File: src/rtl/pcid_pkg.sv
// pcid_pkg: shared datapath widths and the register-bank address type
package pcid_pkg;
  localparam int DATA_W = 16;
  localparam int REG_DEPTH = 8;
  typedef logic [$clog2(REG_DEPTH)-1:0] reg_addr_t;
endpackage

File: src/rtl/reg_bank_if.sv
// reg_bank_if: control-unit to register-bank bus with one write port and two read ports
interface reg_bank_if import pcid_pkg::*; #(
  parameter int WIDTH = DATA_W,
  parameter int DEPTH = REG_DEPTH
);
  localparam int AW = $clog2(DEPTH);
  logic             clr;
  logic             we;
  logic [AW-1:0]    waddr;
  logic [WIDTH-1:0] wdata;
  logic             re_a;
  logic [AW-1:0]    raddr_a;
  logic [WIDTH-1:0] rdata_a;
  logic             re_b;
  logic [AW-1:0]    raddr_b;
  logic [WIDTH-1:0] rdata_b;
  logic [DEPTH-1:0] written;
  modport master (
    output clr, we, waddr, wdata, re_a, raddr_a, re_b, raddr_b,
    input  rdata_a, rdata_b, written
  );
  modport slave (
    input  clr, we, waddr, wdata, re_a, raddr_a, re_b, raddr_b,
    output rdata_a, rdata_b, written
  );
endinterface

File: src/rtl/reg_bank_rport.sv
// reg_bank_rport: one registered read port with range check, write-first bypass and hold
module reg_bank_rport import pcid_pkg::*; #(
  parameter int WIDTH = DATA_W,
  parameter int DEPTH = REG_DEPTH,
  localparam int AW = $clog2(DEPTH)
) (
  input  logic                        clk,
  input  logic                        reset,
  input  logic                        i_clr,
  input  logic                        i_we,
  input  logic [AW-1:0]               i_waddr,
  input  logic [WIDTH-1:0]            i_wdata,
  input  logic [DEPTH-1:0][WIDTH-1:0] i_entries,
  input  logic                        i_re,
  input  logic [AW-1:0]               i_raddr,
  output logic [WIDTH-1:0]            o_rdata
);
  localparam logic [AW:0] LIM = (AW+1)'(DEPTH);
  logic             w_rin;
  logic             w_byp;
  logic [WIDTH-1:0] w_next;
  assign w_rin  = {1'b0, i_raddr} < LIM;
  // an in-range read address matching the write address implies the write is in range too
  assign w_byp  = i_we && w_rin && (i_raddr == i_waddr);
  assign w_next = i_clr ? '0 : w_byp ? i_wdata : w_rin ? i_entries[i_raddr] : '0;
  always_ff @(posedge clk or posedge reset)
    if (reset) o_rdata <= '0;
    else if (i_re) o_rdata <= w_next;
endmodule

File: src/rtl/reg_bank.sv
// reg_bank: DEPTH x WIDTH register bank with clear-all, written flags and two read ports
module reg_bank import pcid_pkg::*; #(
  parameter int WIDTH = DATA_W,
  parameter int DEPTH = REG_DEPTH
) (
  input logic      clk,
  input logic      reset,
  reg_bank_if.slave bus
);
  localparam int AW = $clog2(DEPTH);
  localparam logic [AW:0] LIM = (AW+1)'(DEPTH);
  logic [DEPTH-1:0][WIDTH-1:0] r_mem;
  logic [DEPTH-1:0]            r_written;
  logic                        w_wen;
  assign w_wen = bus.we && ({1'b0, bus.waddr} < LIM);
  always_ff @(posedge clk or posedge reset)
    if (reset) begin
      r_mem     <= '0;
      r_written <= '0;
    end else if (bus.clr) begin
      r_mem     <= '0;
      r_written <= '0;
    end else if (w_wen) begin
      r_mem[bus.waddr]     <= bus.wdata;
      r_written[bus.waddr] <= 1'b1;
    end
  assign bus.written = r_written;
  reg_bank_rport #(.WIDTH(WIDTH), .DEPTH(DEPTH)) u_rport_a (
    .clk       (clk),
    .reset     (reset),
    .i_clr     (bus.clr),
    .i_we      (bus.we),
    .i_waddr   (bus.waddr),
    .i_wdata   (bus.wdata),
    .i_entries (r_mem),
    .i_re      (bus.re_a),
    .i_raddr   (bus.raddr_a),
    .o_rdata   (bus.rdata_a)
  );
  reg_bank_rport #(.WIDTH(WIDTH), .DEPTH(DEPTH)) u_rport_b (
    .clk       (clk),
    .reset     (reset),
    .i_clr     (bus.clr),
    .i_we      (bus.we),
    .i_waddr   (bus.waddr),
    .i_wdata   (bus.wdata),
    .i_entries (r_mem),
    .i_re      (bus.re_b),
    .i_raddr   (bus.raddr_b),
    .o_rdata   (bus.rdata_b)
  );
endmodule

File: src/flat_wrapper.sv
// flat-port wrapper written by rule: the top's interface ports become plain ports
module reg_bank_flat import pcid_pkg::*;
#(
  parameter int WIDTH = DATA_W,
  parameter int DEPTH = REG_DEPTH
)
  (clk, reset, bus_clr, bus_we, bus_waddr, bus_wdata, bus_re_a, bus_raddr_a, bus_re_b, bus_raddr_b, bus_rdata_a, bus_rdata_b, bus_written);
  reg_bank_if #(.WIDTH(WIDTH), .DEPTH(DEPTH)) bus_i ();
  input logic clk;
  input logic reset;
  input wire logic [$bits(bus_i.clr)-1:0] bus_clr;
  input wire logic [$bits(bus_i.we)-1:0] bus_we;
  input wire logic [$bits(bus_i.waddr)-1:0] bus_waddr;
  input wire logic [$bits(bus_i.wdata)-1:0] bus_wdata;
  input wire logic [$bits(bus_i.re_a)-1:0] bus_re_a;
  input wire logic [$bits(bus_i.raddr_a)-1:0] bus_raddr_a;
  input wire logic [$bits(bus_i.re_b)-1:0] bus_re_b;
  input wire logic [$bits(bus_i.raddr_b)-1:0] bus_raddr_b;
  output wire logic [$bits(bus_i.rdata_a)-1:0] bus_rdata_a;
  output wire logic [$bits(bus_i.rdata_b)-1:0] bus_rdata_b;
  output wire logic [$bits(bus_i.written)-1:0] bus_written;
  assign bus_i.clr = bus_clr;
  assign bus_i.we = bus_we;
  assign bus_i.waddr = bus_waddr;
  assign bus_i.wdata = bus_wdata;
  assign bus_i.re_a = bus_re_a;
  assign bus_i.raddr_a = bus_raddr_a;
  assign bus_i.re_b = bus_re_b;
  assign bus_i.raddr_b = bus_raddr_b;
  assign bus_rdata_a = bus_i.rdata_a;
  assign bus_rdata_b = bus_i.rdata_b;
  assign bus_written = bus_i.written;
  reg_bank #(.WIDTH(WIDTH), .DEPTH(DEPTH)) u_core (.clk(clk), .reset(reset), .bus(bus_i));
endmodule
File: config.mk
export PLATFORM = sky130hd
export DESIGN_NAME = reg_bank_flat
export DESIGN_NICKNAME = d
export VERILOG_FILES = /design/src/rtl/pcid_pkg.sv /design/src/rtl/reg_bank_if.sv /design/src/rtl/reg_bank_rport.sv /design/src/rtl/reg_bank.sv /design/src/flat_wrapper.sv
export SDC_FILE = /design/constraint.sdc
export NUM_CORES = 1
export LEC_CHECK = 0
export ABC_AREA = 1
export CELL_PAD_IN_SITES_DETAIL_PLACEMENT = 0
export CELL_PAD_IN_SITES_GLOBAL_PLACEMENT = 1
export CORE_MARGIN = 2
export CORE_UTILIZATION = 39
export DETAILED_ROUTE_END_ITERATION = 16
export GPL_ROUTABILITY_DRIVEN = 0
export GPL_TIMING_DRIVEN = 0
export PLACE_DENSITY_LB_ADDON = 0.1
export SYNTH_ARGS = -nofsm -noshare
export SYNTH_HDL_FRONTEND = slang
export SYNTH_HIERARCHICAL = 1
export SYNTH_SLANG_ARGS = --single-unit
File: constraint.sdc
create_clock -name clk -period 4.25 [get_ports clk]
set_clock_uncertainty 0.05 [all_clocks]
set_input_delay 0.6375 -clock clk [delete_from_list [all_inputs] [get_ports clk]]
set_output_delay 0.6375 -clock clk [all_outputs]
set_load 0.03 [all_outputs]
==> results.ini <==
[sta]
worst_slew_pin_slew_ps = 963
slew_violations = 0
finalCritPeriodShare = 0.555
setup_tns_ps = 0
setup_viol = 0
fmax_mhz = 424
grt_setup_unrepaired = false
min_period_ps = 2360
slew-limit-headroom = 0.355
hold_viol = 0

[synthesis]
synth_cells = 1471
ys_seq_elements = 168
synth.avg_cell_area_um2 = 6.77
yosysTopAreaCell = dfrtp_1
ys_types = 18
synth_top_area_frac = 0.422
synth_area_mm2 = 0.00996
ys_top_cells_by_area = dfrtp_1 42%, nand2_1 25%, nand3_1 18%, inv_1 3.6%, buf_2 2.3%
seq_area_frac_synth = 0.422
synth_warnings = 6
syn_nets = 1502

[global_routing]
grt_pass1_vias = 9177
grt_use_total = 0.278
antenna_found_initial = 0
grt_max_degree = 38
grt_pass1_wl_um = 55400
grt.overflow.total = 0

[hold_path]
hold_path_class = register to register

[setup_path]
critPathMaxFanout = 10
worstPathRequired_ps = 4560
worstSetupPathType = primary input to register
worstSetupEndpointType = register
arrival_ps = 2670
worst_setup_path_start_kind = primary input

[drt]
ant_nets = 0
viasPerCell = 5.19
routedWlPerCell_um = 19.2
vias = 9876
drc_errors = 0
drtPass1Iterations = 5
drt_iter0_drc = 887
routed_wl_um = 36600

[pwr]
powerDensity_mw_per_mm2 = 339
design_power_total_mw = 3.98
ir_drop_mv = 0.219
cellLeakagePower_nw = 6.20

[floorplan]
rows = 58
initial_core_util = 0.397
ioPinCount = 71
core_area_mm2 = 0.0251
die_w_um = 164
die_h_um = 164
dieArea_mm2 = 0.0268

[clock_tree]
post-cts-setup-buffers = 0
numCtsBuffers = 17
postCtsResizedCells = 0
insertion_delay_ps = 430
tritoncts = built
htree_levels = 4
clock_sinks = 168
max-clock-path-buffers = 2
cts_hold_buf = 0
cts-root-buf = clkbuf_16
clk_pin_slew_ps = 70

[finish]
fillers = 2625
fin_area_mm2 = 0.0117
num_antenna_cells = 0
drive_above_1_share = 0.0954
fin_nets = 1591
syn_to_final_growth_pct = 17.6

[job]
drv_cap = 0

[placement]
placed_cell_area_mm2 = 0.0111
post-dp-hpwl_um = 27200
portBuffers = 66

[outcome]
status = complete, no violations

==> path summary, 6_finish.rpt <==
check,startpoint,depth (start not counted),slack (ps),to
max,bus_raddr_a[0],9,1890,u_core/u_rport_a/o_rdata[8]$_DFFE_PP0P_
min,u_core/u_rport_a/o_rdata[6]$_DFFE_PP0P_,2,430,u_core/u_rport_a/o_rdata[6]$_DFFE_PP0P_
max reg2reg,u_core/r_mem[119]$_DFFE_PP0P_,6,2960,u_core/u_rport_b/o_rdata[7]$_DFFE_PP0P_
min reg2reg,u_core/u_rport_a/o_rdata[6]$_DFFE_PP0P_,2,430,u_core/u_rport_a/o_rdata[6]$_DFFE_PP0P_
max in group asynchronous,reset,5,2430,u_core/r_mem[35]$_DFFE_PP0P_
min in group asynchronous,reset,2,660,u_core/u_rport_a/o_rdata[11]$_DFFE_PP0P_
==> through the flow <==
| stage | utilization | std cells | hold WS [ps] | setup WS (ps) |
|---|---|---|---|---|
| final | 0.467 | 1903 | 425 | 1890 |
| after global routing | 0.467 | 1903 | 447 | 1810 |
| after CTS | 0.467 | 1903 | 434 | 1980 |
| after detailed placement | 0.443 | 1871 | 414 | 1540 |
| after global placement | 0.440 | 1867 | 411 | 378 |
| after floorplan | - | 1471 | 440 | 1870 |
==> critical path: stages <==
cell,delay [ps]
clkdlybuf4s50_1,470
inv_2,260
clkbuf_1,550
nand2_1,110
nand3_1,100
nand3_1,170
nand3_1,230
nand2_1,70
nand2_1,50
==> cells in the mapped netlist <==
| cell | number |
|---|---|
| nor2_1 | 41 |
| nand3_1 | 365 |
| nand2_2 | 8 |
| buf_4 | 10 |
| inv_1 | 96 |
| dfrtp_1 | 168 |
| nand2_4 | 2 |
| buf_6 | 8 |
| nand2_1 | 662 |
| nor2_2 | 7 |
| buf_2 | 45 |
| inv_2 | 6 |
| nor2_8 | 4 |
| nand3_2 | 20 |
| inv_4 | 2 |
| nor2_4 | 1 |
| buf_1 | 4 |
| clkbuf_1 | 22 |
==> flip-flops by register name, indices dropped and copies added, names as in the netlist <==
name and count:
u_core/bus.written 8, u_core/r_mem 128, u_core/u_rport_a/o_rdata 16, u_core/u_rport_b/o_rdata 16
==> where the power goes <==
group | internal, mW | switching (mW)
sequential | 1.65 | 0.0359
clock | 0.883 | 0.721
combinational | 0.207 | 0.478
==> kinds of logic (layout without fill, tap and decap cells) <==
group | after synthesis | in the layout | share of synthesized area
DFF | 168 | 168 | 0.422
buffers and inverters | 193 | 295 | 0.0887
and+or+nand+nor | 1110 | 1110 | 0.489
==> routing by layer <==
layer / vias up / wire length, um / track usage
li1: 4829 / - / -
met1: 4627 / 16700 / 0.395
met2: 374 / 16800 / 0.444
met3: 46 / 2420 / 0.0389
met4: 0 / 625 / 0.0774
met5: - / 0 / 0
==> cell usage in the layout (no fill, tap or decap) <==
master and instances:
clkbuf_16 17, buf_2 45, inv_2 6, buf_6 8, bufinv_16 1, clkinvlp_4 2
inv_1 95, nand3_1 365, nor2_8 4, buf_12 3, clkbuf_1 22, buf_16 1
nand3_2 20, nand2_1 662, nor2_1 41, nor2_2 7, clkinv_2 2, buf_1 4
nand2_2 8, inv_4 2, clkinv_4 2, inv_6 4, nand2_4 2, nor2_4 1
buf_4 10, clkdlybuf4s50_1 66, clkbuf_8 4, dfrtp_1 168, inv_8 1
==> area by class of cell <==
type | count | area, um^2 | area share
inverter | 104 | 399 | 0.0341
sequential | 168 | 4200 | 0.359
clock inverter | 11 | 111 | 0.00950
multi-input combinational | 1110 | 4870 | 0.416
tap | 330 | 413 | 0.0352
clock buffer | 21 | 480 | 0.0410
buffer | 89 | 488 | 0.0416
timing repair buffer | 70 | 748 | 0.0639
Power figures use the tool's default switching activity.
